--- src/rtl/vldst_pkg.sv ---
// Shared definitions for the vector load/store unit: FSM encoding,
// operation codes and the per-vector byte count.
package vldst_pkg;

  // Controller states; every state other than IDLE reports busy.
  typedef enum logic [2:0] {
    IDLE     = 3'd0,
    LD_ADDR  = 3'd1,
    LD_LAST  = 3'd2,
    ST_READ  = 3'd3,
    ST_WRITE = 3'd4,
    DONE     = 3'd5
  } state_t;

  // Operation select sampled with start.
  localparam logic OP_LOAD  = 1'b0;
  localparam logic OP_STORE = 1'b1;

  // One vector register holds four bytes; the byte counter spans them.
  localparam int BYTES_PER_VEC = 4;
  localparam int CNT_W         = 2;
  localparam logic [CNT_W-1:0] LAST_BYTE = CNT_W'(BYTES_PER_VEC - 1);

endpackage : vldst_pkg

--- src/rtl/vldst_unit.sv ---
// Vector load/store unit: moves one 32-bit vector register to or from
// four consecutive bytes of a synchronous byte-wide data memory.
// Loads gather bytes little-endian into a word and write it to the VRF;
// stores read the VRF once and emit four byte writes. Both take a fixed
// six cycles from the start cycle to the done pulse.
module vldst_unit
  import vldst_pkg::*;
#(
  parameter int ADDR_W = 8
) (
  input  logic              clock,
  input  logic              reset,
  input  logic              start,
  input  logic              op,
  input  logic [1:0]        vreg,
  input  logic [ADDR_W-1:0] base_addr,
  output logic              busy,
  output logic              done,
  output logic [ADDR_W-1:0] mem_addr,
  output logic [7:0]        mem_wdata,
  output logic              mem_we,
  input  logic [7:0]        mem_rdata,
  output logic [1:0]        vrf_rreg,
  input  logic [31:0]       vrf_rdata,
  output logic [1:0]        vrf_wreg,
  output logic [31:0]       vrf_wdata,
  output logic              vrf_we
);

  // Sequential state.
  state_t             r_state;
  logic [CNT_W-1:0]   r_cnt;
  logic               r_op;
  logic [1:0]         r_vreg;
  logic [ADDR_W-1:0]  r_base;
  logic [31:0]        r_buf;   // store: word read from the VRF
  logic [31:0]        r_word;  // load: word assembled from memory

  // Combinational helpers.
  state_t             w_next;
  logic [ADDR_W-1:0]  w_addr;
  logic               w_accept;
  logic               w_cnt_run;
  logic               w_capture;
  logic [CNT_W-1:0]   w_cap_idx;

  // Address wraps naturally at 2^ADDR_W because the sum is ADDR_W bits wide.
  assign w_addr    = r_base + ADDR_W'(r_cnt);
  assign w_accept  = (r_state == IDLE) && start;
  assign w_cnt_run = (r_state == LD_ADDR) || (r_state == ST_WRITE);

  // Memory read data lags the address by one cycle, so in LD_ADDR the byte
  // arriving belongs to the previous count; LD_LAST catches the final one.
  assign w_capture = ((r_state == LD_ADDR) && (r_cnt != '0)) || (r_state == LD_LAST);
  assign w_cap_idx = (r_state == LD_LAST) ? LAST_BYTE : (r_cnt - CNT_W'(1));

  // State register; reset abandons any operation in flight.
  always_ff @(posedge clock or posedge reset) begin
    // NOTE: state elements use non-blocking assignments so every flop samples
    // pre-edge values regardless of block ordering.
    if (reset) r_state <= IDLE;
    else       r_state <= w_next;
  end

  // Byte counter: steps through the four bytes, idle at zero otherwise.
  always_ff @(posedge clock or posedge reset) begin
    if (reset) begin
      r_cnt <= '0;
    end else if (w_cnt_run) begin
      if (r_cnt == LAST_BYTE) r_cnt <= '0;
      else                    r_cnt <= r_cnt + CNT_W'(1);
    end else begin
      r_cnt <= '0;
    end
  end

  // Request fields captured on the accepting cycle and held for the operation.
  always_ff @(posedge clock or posedge reset) begin
    if (reset) begin
      r_op   <= OP_LOAD;
      r_vreg <= '0;
      r_base <= '0;
    end else if (w_accept) begin
      r_op   <= op;
      r_vreg <= vreg;
      r_base <= base_addr;
    end
  end

  // Store buffer: snapshot of the source vector register taken in ST_READ.
  always_ff @(posedge clock or posedge reset) begin
    // NOTE: the data buffers are cleared on reset so no stale vector from an
    // abandoned operation can ever be observed afterwards.
    if (reset)                    r_buf <= '0;
    else if (r_state == ST_READ)  r_buf <= vrf_rdata;
  end

  // Load assembly: each returning byte lands in its little-endian lane.
  always_ff @(posedge clock or posedge reset) begin
    if (reset)          r_word <= '0;
    else if (w_capture) r_word[{w_cap_idx, 3'b000} +: 8] <= mem_rdata;
  end

  // Next-state and Moore outputs; all outputs idle at zero unless a state drives them.
  always_comb begin
    // NOTE: every output and the next state get a default first, so no path
    // through the case leaves a signal unassigned and no latch is inferred.
    w_next    = r_state;
    busy      = (r_state != IDLE);
    done      = 1'b0;
    mem_addr  = '0;
    mem_wdata = '0;
    mem_we    = 1'b0;
    vrf_rreg  = '0;
    vrf_wreg  = '0;
    vrf_wdata = '0;
    vrf_we    = 1'b0;

    unique case (r_state)
      IDLE: begin
        if (start) w_next = (op == OP_LOAD) ? LD_ADDR : ST_READ;
      end
      LD_ADDR: begin
        mem_addr = w_addr;
        if (r_cnt == LAST_BYTE) w_next = LD_LAST;
      end
      LD_LAST: begin
        w_next = DONE;
      end
      ST_READ: begin
        vrf_rreg = r_vreg;
        w_next   = ST_WRITE;
      end
      ST_WRITE: begin
        mem_we    = 1'b1;
        mem_addr  = w_addr;
        mem_wdata = r_buf[{r_cnt, 3'b000} +: 8];
        if (r_cnt == LAST_BYTE) w_next = DONE;
      end
      DONE: begin
        done = 1'b1;
        if (r_op == OP_LOAD) begin
          vrf_we    = 1'b1;
          vrf_wreg  = r_vreg;
          vrf_wdata = r_word;
        end
        w_next = IDLE;
      end
      default: begin
        w_next = IDLE;
      end
    endcase
  end

endmodule : vldst_unit

--- config.mk ---
export PLATFORM = sky130hd
export DESIGN_NAME = vldst_unit
export DESIGN_NICKNAME = d
export VERILOG_FILES = /design/src/rtl/vldst_pkg.sv /design/src/rtl/vldst_unit.sv
export SDC_FILE = /design/constraint.sdc
export NUM_CORES = 1
export LEC_CHECK = 0
export ABC_AREA = 1
export BUFFER_PORTS_ARGS = -buffer_cell sky130_fd_sc_hd__buf_2
export CAP_MARGIN = 5
export CORE_ASPECT_RATIO = 2
export CORE_MARGIN = 2
export CORE_UTILIZATION = 45
export CTS_BUF_LIST = sky130_fd_sc_hd__clkbuf_2
export DETAILED_ROUTE_END_ITERATION = 8
export GPL_TIMING_DRIVEN = 0
export MAX_ROUTING_LAYER = met4
export PLACE_DENSITY = 0.68
export SYNTH_ARGS = -nofsm -noshare
export SYNTH_HDL_FRONTEND = slang
export SYNTH_SLANG_ARGS = --single-unit
--- constraint.sdc ---
create_clock -name clock -period 2.8 [get_ports clock]
set_input_delay 0.14 -clock clock [delete_from_list [all_inputs] [get_ports clock]]
set_output_delay 0.14 -clock clock [all_outputs]
set_load 0.02 [all_outputs]
### After elaboration in Yosys (flattened, before gate mapping)

Cells that the tools add are included.

| storage, ports and cells | value |
|---|---|
| register bits | 80 |
| input port bits | 54 |
| output and inout bits | 56 |
| word-level logic and storage cells | 52 |

| cells by class | value |
|---|---|
| add/subtract/negate cells | 4 |
| equality and inequality tests | 9 |
| shifts and indexed selects | 3 |
| mux-type cells | 20 |
| reductions and logical operators | 9 |

Operator list:

| kind | number |
|---|---|
| $mux 32 | 2 |
| $bwmux 32 | 1 |
| $shift 8x7->32 const A | 1 |
| $shiftx 32x6->8 | 1 |
| $shiftx 8x7->32 | 1 |
| $mux 8 | 2 |
| $pmux 3 s5 | 1 |
| $mux 2 | 7 |
| $mux 3 | 3 |
| $add 8x2->8 | 1 |
| $neg 5->7 | 1 |
| $eq 3x2->1 const B | 2 |
| $eq 3x3->1 const B | 2 |
| $mux 1 | 4 |
| $ne 2x1->1 const B | 2 |
| $eq 3x1->1 const B | 1 |
| $logic_not 3->1 | 1 |
| $reduce_and 3->1 | 1 |
| $reduce_bool 3->1 | 1 |
| $add 2x1->2 const B | 1 |
| $eq 2x2->1 const B | 1 |
| $logic_and 1x1->1 | 2 |
| $logic_or 1x1->1 | 2 |
| $ne 2x2->1 const B | 1 |
| 3 further kinds | 3 |

### Longest topological paths before layout

| depth | value |
|---|---|
| word-level depth | 5 |
| mapped depth | 13 |
| depth with buffers taken out | 10 |

### Worst setup path before layout

Ideal clock, no wire load.

| timing path | value |
|---|---|
| path type | flip-flop to flip-flop |
| start point | register r_cnt[0] |
| end point | register r_word[0] |
| library setup time | 0.065 ns |
| arrival time | 2.263 ns |
| data required time | 2.735 ns |
| slack | 0.471 ns |
| stages on the path, launching flop included | 12 |
| buffers on the path | 3 |
| period minus slack after synthesis | 2.329 ns |
| path through | dfrtp_1 > clkbuf_1 > buf_2 > inv_1 > ha_1 > nand2_1 > ha_1 > clkbuf_1 > nand2_1 > nor2_1 > nand2_1 > nand2_1 |

| between the ends | value |
|---|---|
| word-level cells in the longest chain between the ends | 5 |
| elaborated cells on any way between the ends | 9 |
| those cells by class | 2 x add/sub; 2 x shift; 2 x mux; 3 x reduce/logical |

RTL lines:

| what | RTL line | source |
|---|---|---|
| start: declaration | vldst_unit.sv:32 | `logic [CNT_W-1:0] r_cnt;` |
| start signal: assignment | vldst_unit.sv:71 | `else r_cnt <= r_cnt + CNT_W'(1);` |
| $sub 2x1->2 | vldst_unit.sv:55 | `assign w_cap_idx = (r_state == LD_LAST) ? LAST_BYTE : (r_cnt - CNT_W'(1));` |
| $mux 2 | vldst_unit.sv:55 |  |
| $neg 5->7 | vldst_unit.sv:101 | `else if (w_capture) r_word[{w_cap_idx, 3'b000} +: 8] <= mem_rdata;` |
| $shiftx 8x7->32 or $shift 8x7->32 (tied branches) | vldst_unit.sv:101 |  |
| $bwmux 32 | vldst_unit.sv:101 |  |
| end signal: indexed assignment | vldst_unit.sv:101 |  |
| end: declaration | vldst_unit.sv:37 | `logic [31:0] r_word;` |

Several ways; a longest one is shown, not always the timed one.
A chain may end at the register's enable or synchronous reset.

### Worst setup path in the final report

| timing path | value |
|---|---|
| start point | register r_cnt[0] |
| end point | output port mem_addr[6] |

| between the ends | value |
|---|---|
| word-level cells in the longest chain between the ends | 2 |

RTL lines:

| what | RTL line | source |
|---|---|---|
| $add 8x2->8 | vldst_unit.sv:48 | `assign w_addr = r_base + ADDR_W'(r_cnt);` |
| $mux 8 | vldst_unit.sv:119 | `unique case (r_state)` |
| end: declaration | vldst_unit.sv:19 | `output logic [ADDR_W-1:0] mem_addr,` |

Every way passes these cells.

==> flow_summary.json <==
{
  "outcome": "completed",
  "vias": 4394,
  "grt_max_degree": 60,
  "cp.arrival_ns": 2.41,
  "pin_count": 110,
  "wirelength_microns": 12500,
  "drc_errors": 0,
  "cts.path.max_buffers": 2,
  "dpl.hpwl_microns": 9360,
  "p_seq_frac": 0.374,
  "netlist_area_sq_um": 4250,
  "p_switching_mw": 2.57,
  "internal_power_mw": 2.87,
  "cts_sinks": 80,
  "cts_buffers": 9,
  "yosysSeqAreaShare": 0.471,
  "placement_rows": 50,
  "post_cts_buffers": 0,
  "combinationalPowerShare": 0.495,
  "clk_pin_slew_ns": 0.22,
  "ys_warn_count": 0,
  "dieArea_sq_um": 10300,
  "grt_first_pass_wirelength_microns": 20000,
  "cts_tree": "yes",
  "core_area_sq_um": 9260,
  "use_met1": 0.243,
  "final_util": 0.613,
  "rsz0062_at_grt": "false",
  "clock_latency_ns": 0.56,
  "use_met3": 0.0334,
  "cap_violations": 0,
  "grt_pass1_vias": 4381,
  "routedWlPerCell_microns": 14.0,
  "path_class": "reg2out",
  "setup_viol": 0,
  "startpoint_type": "register",
  "syn2layout_area_growth_pct": 33.4,
  "r2r_slack_ns": 0.29,
  "cts-root-buf": "clkbuf_2",
  "syn_nets": 667,
  "first_iter_violations": 194,
  "required_ns": 2.66,
  "use_met2": 0.494,
  "slowest_stage": "dfrtp_1",
  "port_buffers": 108,
  "slew_viol_final": 0,
  "netlist_instances": 605,
  "max-slew-margin-rel": 0.653,
  "die_x_microns": 72.7,
  "leakagePower_nw": 3.18,
  "hold_class": "in2async",
  "timing.rr.start": "r_cnt[0]",
  "ir_worst_vdd_v": 0.000485,
  "drt-vias-per-instance": 4.93,
  "gr-usage-all-layers": 0.262,
  "die_h_microns": 141,
  "place_congestion": 0.942,
  "reg2regPathDepth": 10,
  "nets": 843,
  "worstReg2RegEnd": "r_word[23]",
  "cp_max_fo": 8,
  "drtPass1Iterations": 7,
  "ys_seq_elements": 80,
  "critPathMaxStageDelay_ns": 0.52,
  "path_cells": "ha_1, fa_1, nand2_1, nor2_1, nand2_1, xor2_1, nor2_1, buf_2",
  "period_share": 0.912,
  "syn_avg_cell_area_sq_um": 7.03,
  "ys_types": 22,
  "drive_above_1_share": 0.197,
  "tightest_slew_ns": 0.521,
  "sw_frac_of_total": 0.472,
  "fmax_mhz": 392,
  "fin_crit_ns": 2.55,
  "cts_htree_levels": 3,
  "power_density_nw_per_um2": 960,
  "busiest_layer": "met2",
  "floorplan.initialDensity": 0.459,
  "grt_overflow": 0,
  "ant_nets": 0,
  "fin_setup_tns_ns": 0,
  "setup.worst_path.end_class": "output pin",
  "hold_viol": 0,
  "antenna_found_initial": 1,
  "p_clk_frac": 0.132,
  "worst_clock_skew_ns": 0.0147
}
power groups by stage:
stage / Clock (mW) / Combinational (mW) / Sequential [mW]
6_report: 0.718 / 2.69 / 2.03
5_1_grt: 0.771 / 3.04 / 2.09
4_1_cts: 0.732 / 2.68 / 2.02
3_5_place_dp: 0 / 2.59 / 2.05
3_3_place_gp: 0 / 2.52 / 2.03
2_1_floorplan: 0 / 1.90 / 1.93
registers in the layout (all words and copies together) (netlist names):
register  cells
r_state       3
r_buf        32
r_base        8
r_op          1
r_word       32
r_vreg        2
r_cnt         2
cell families after synthesis:
family,Yosys count,share of synthesized area
AOI/OAI and AO/OA,58,0.0742
xor gates and xnor gates,1,0.00206
adders and majority gates,8,0.0253
buffers and inverters,107,0.0974
DFF,80,0.471
and+or+nand+nor,351,0.330
through the flow:
stage	instance area [sq um]	hold WS [ns]	setup slack (ns)	power, mW	instances
after floorplan	4250	0.279	0.471	3.82	605
after global placement	4920	0.372	-0.307	4.55	817
after detailed placement	4950	0.123	-0.0408	4.64	818
after CTS	5670	0.0280	0.0571	5.44	892
after global routing	5670	0.0608	0.0708	5.90	891
final	5670	0.0393	0.247	5.44	891
critical path, delay by kind of cell (launching register included):
family	cells	cell delay [ns]
XOR/XNOR	1	0.06
flip-flops	1	0.52
adder cells (fa/ha/maj)	2	0.66
AND/OR/NAND/NOR	4	0.42
buffers and inverters	1	0.19
routing by layer:
metal,share of wire,up-vias
met5,0,-
met1,0.34,2012
met4,0.050,0
met3,0.030,47
met2,0.58,141
li1,-,2194
placed cells by master, fill, tap and decap left out, drive strengths merged:
cell type / n
diode: 1
dlygate4sd3: 58
nand2: 190
clkbuf: 26
bufinv: 2
inv: 81
xor2: 1
dfrtp: 80
ha: 7
nor2: 118
o211ai: 7
nor3: 1
fa: 1
o21ai: 14
clkinvlp: 1
a21oi: 37
nand3: 42
clkinv: 2
buf: 118
worst max-delay path by stage:
stage                        start          end  slack [ns]
final                     r_cnt[0]  mem_addr[6]        0.25
after floorplan           r_cnt[0]    r_word[0]        0.47
after global placement       reset   r_word[26]       -0.31
after detailed placement  r_cnt[0]    r_word[5]       -0.04
after global routing      r_cnt[0]    r_word[6]        0.07
after CTS                 r_cnt[0]   r_word[20]        0.06
area by class of cell:
type                            instances  area, sq um
Timing Repair Buffer                  167         1150
Multi-Input combinational cell        418         1840
Inverter                               81          307
Tap cell                              104          130
Antenna cell                            1         2.50
Buffer                                 24          104
Clock buffer                           11         55.1
Fill cell                             895         3590
Clock inverter                          5         81.3
Sequential cell                        80         2000
synth_stat cells, drive strengths merged:
master	count	area, sq um
nand2	190	723
nor2	118	450
inv	81	304
dfrtp	80	2000
nand3	42	220
a21oi	37	189
clkbuf	17	63.8
o21ai	14	73.8
buf	9	46.3
ha	7	87.6
o211ai	7	52.6
fa	1	20.0
nor3	1	10.0
xor2	1	8.76
what timing repair did:
item	in CTS	in global routing
hold buffers	58	0
setup endpoints to repair	14	32
endpoints found under the hold margin	138	0
gates resized for setup	1	3
Power figures use the tool's default switching activity.
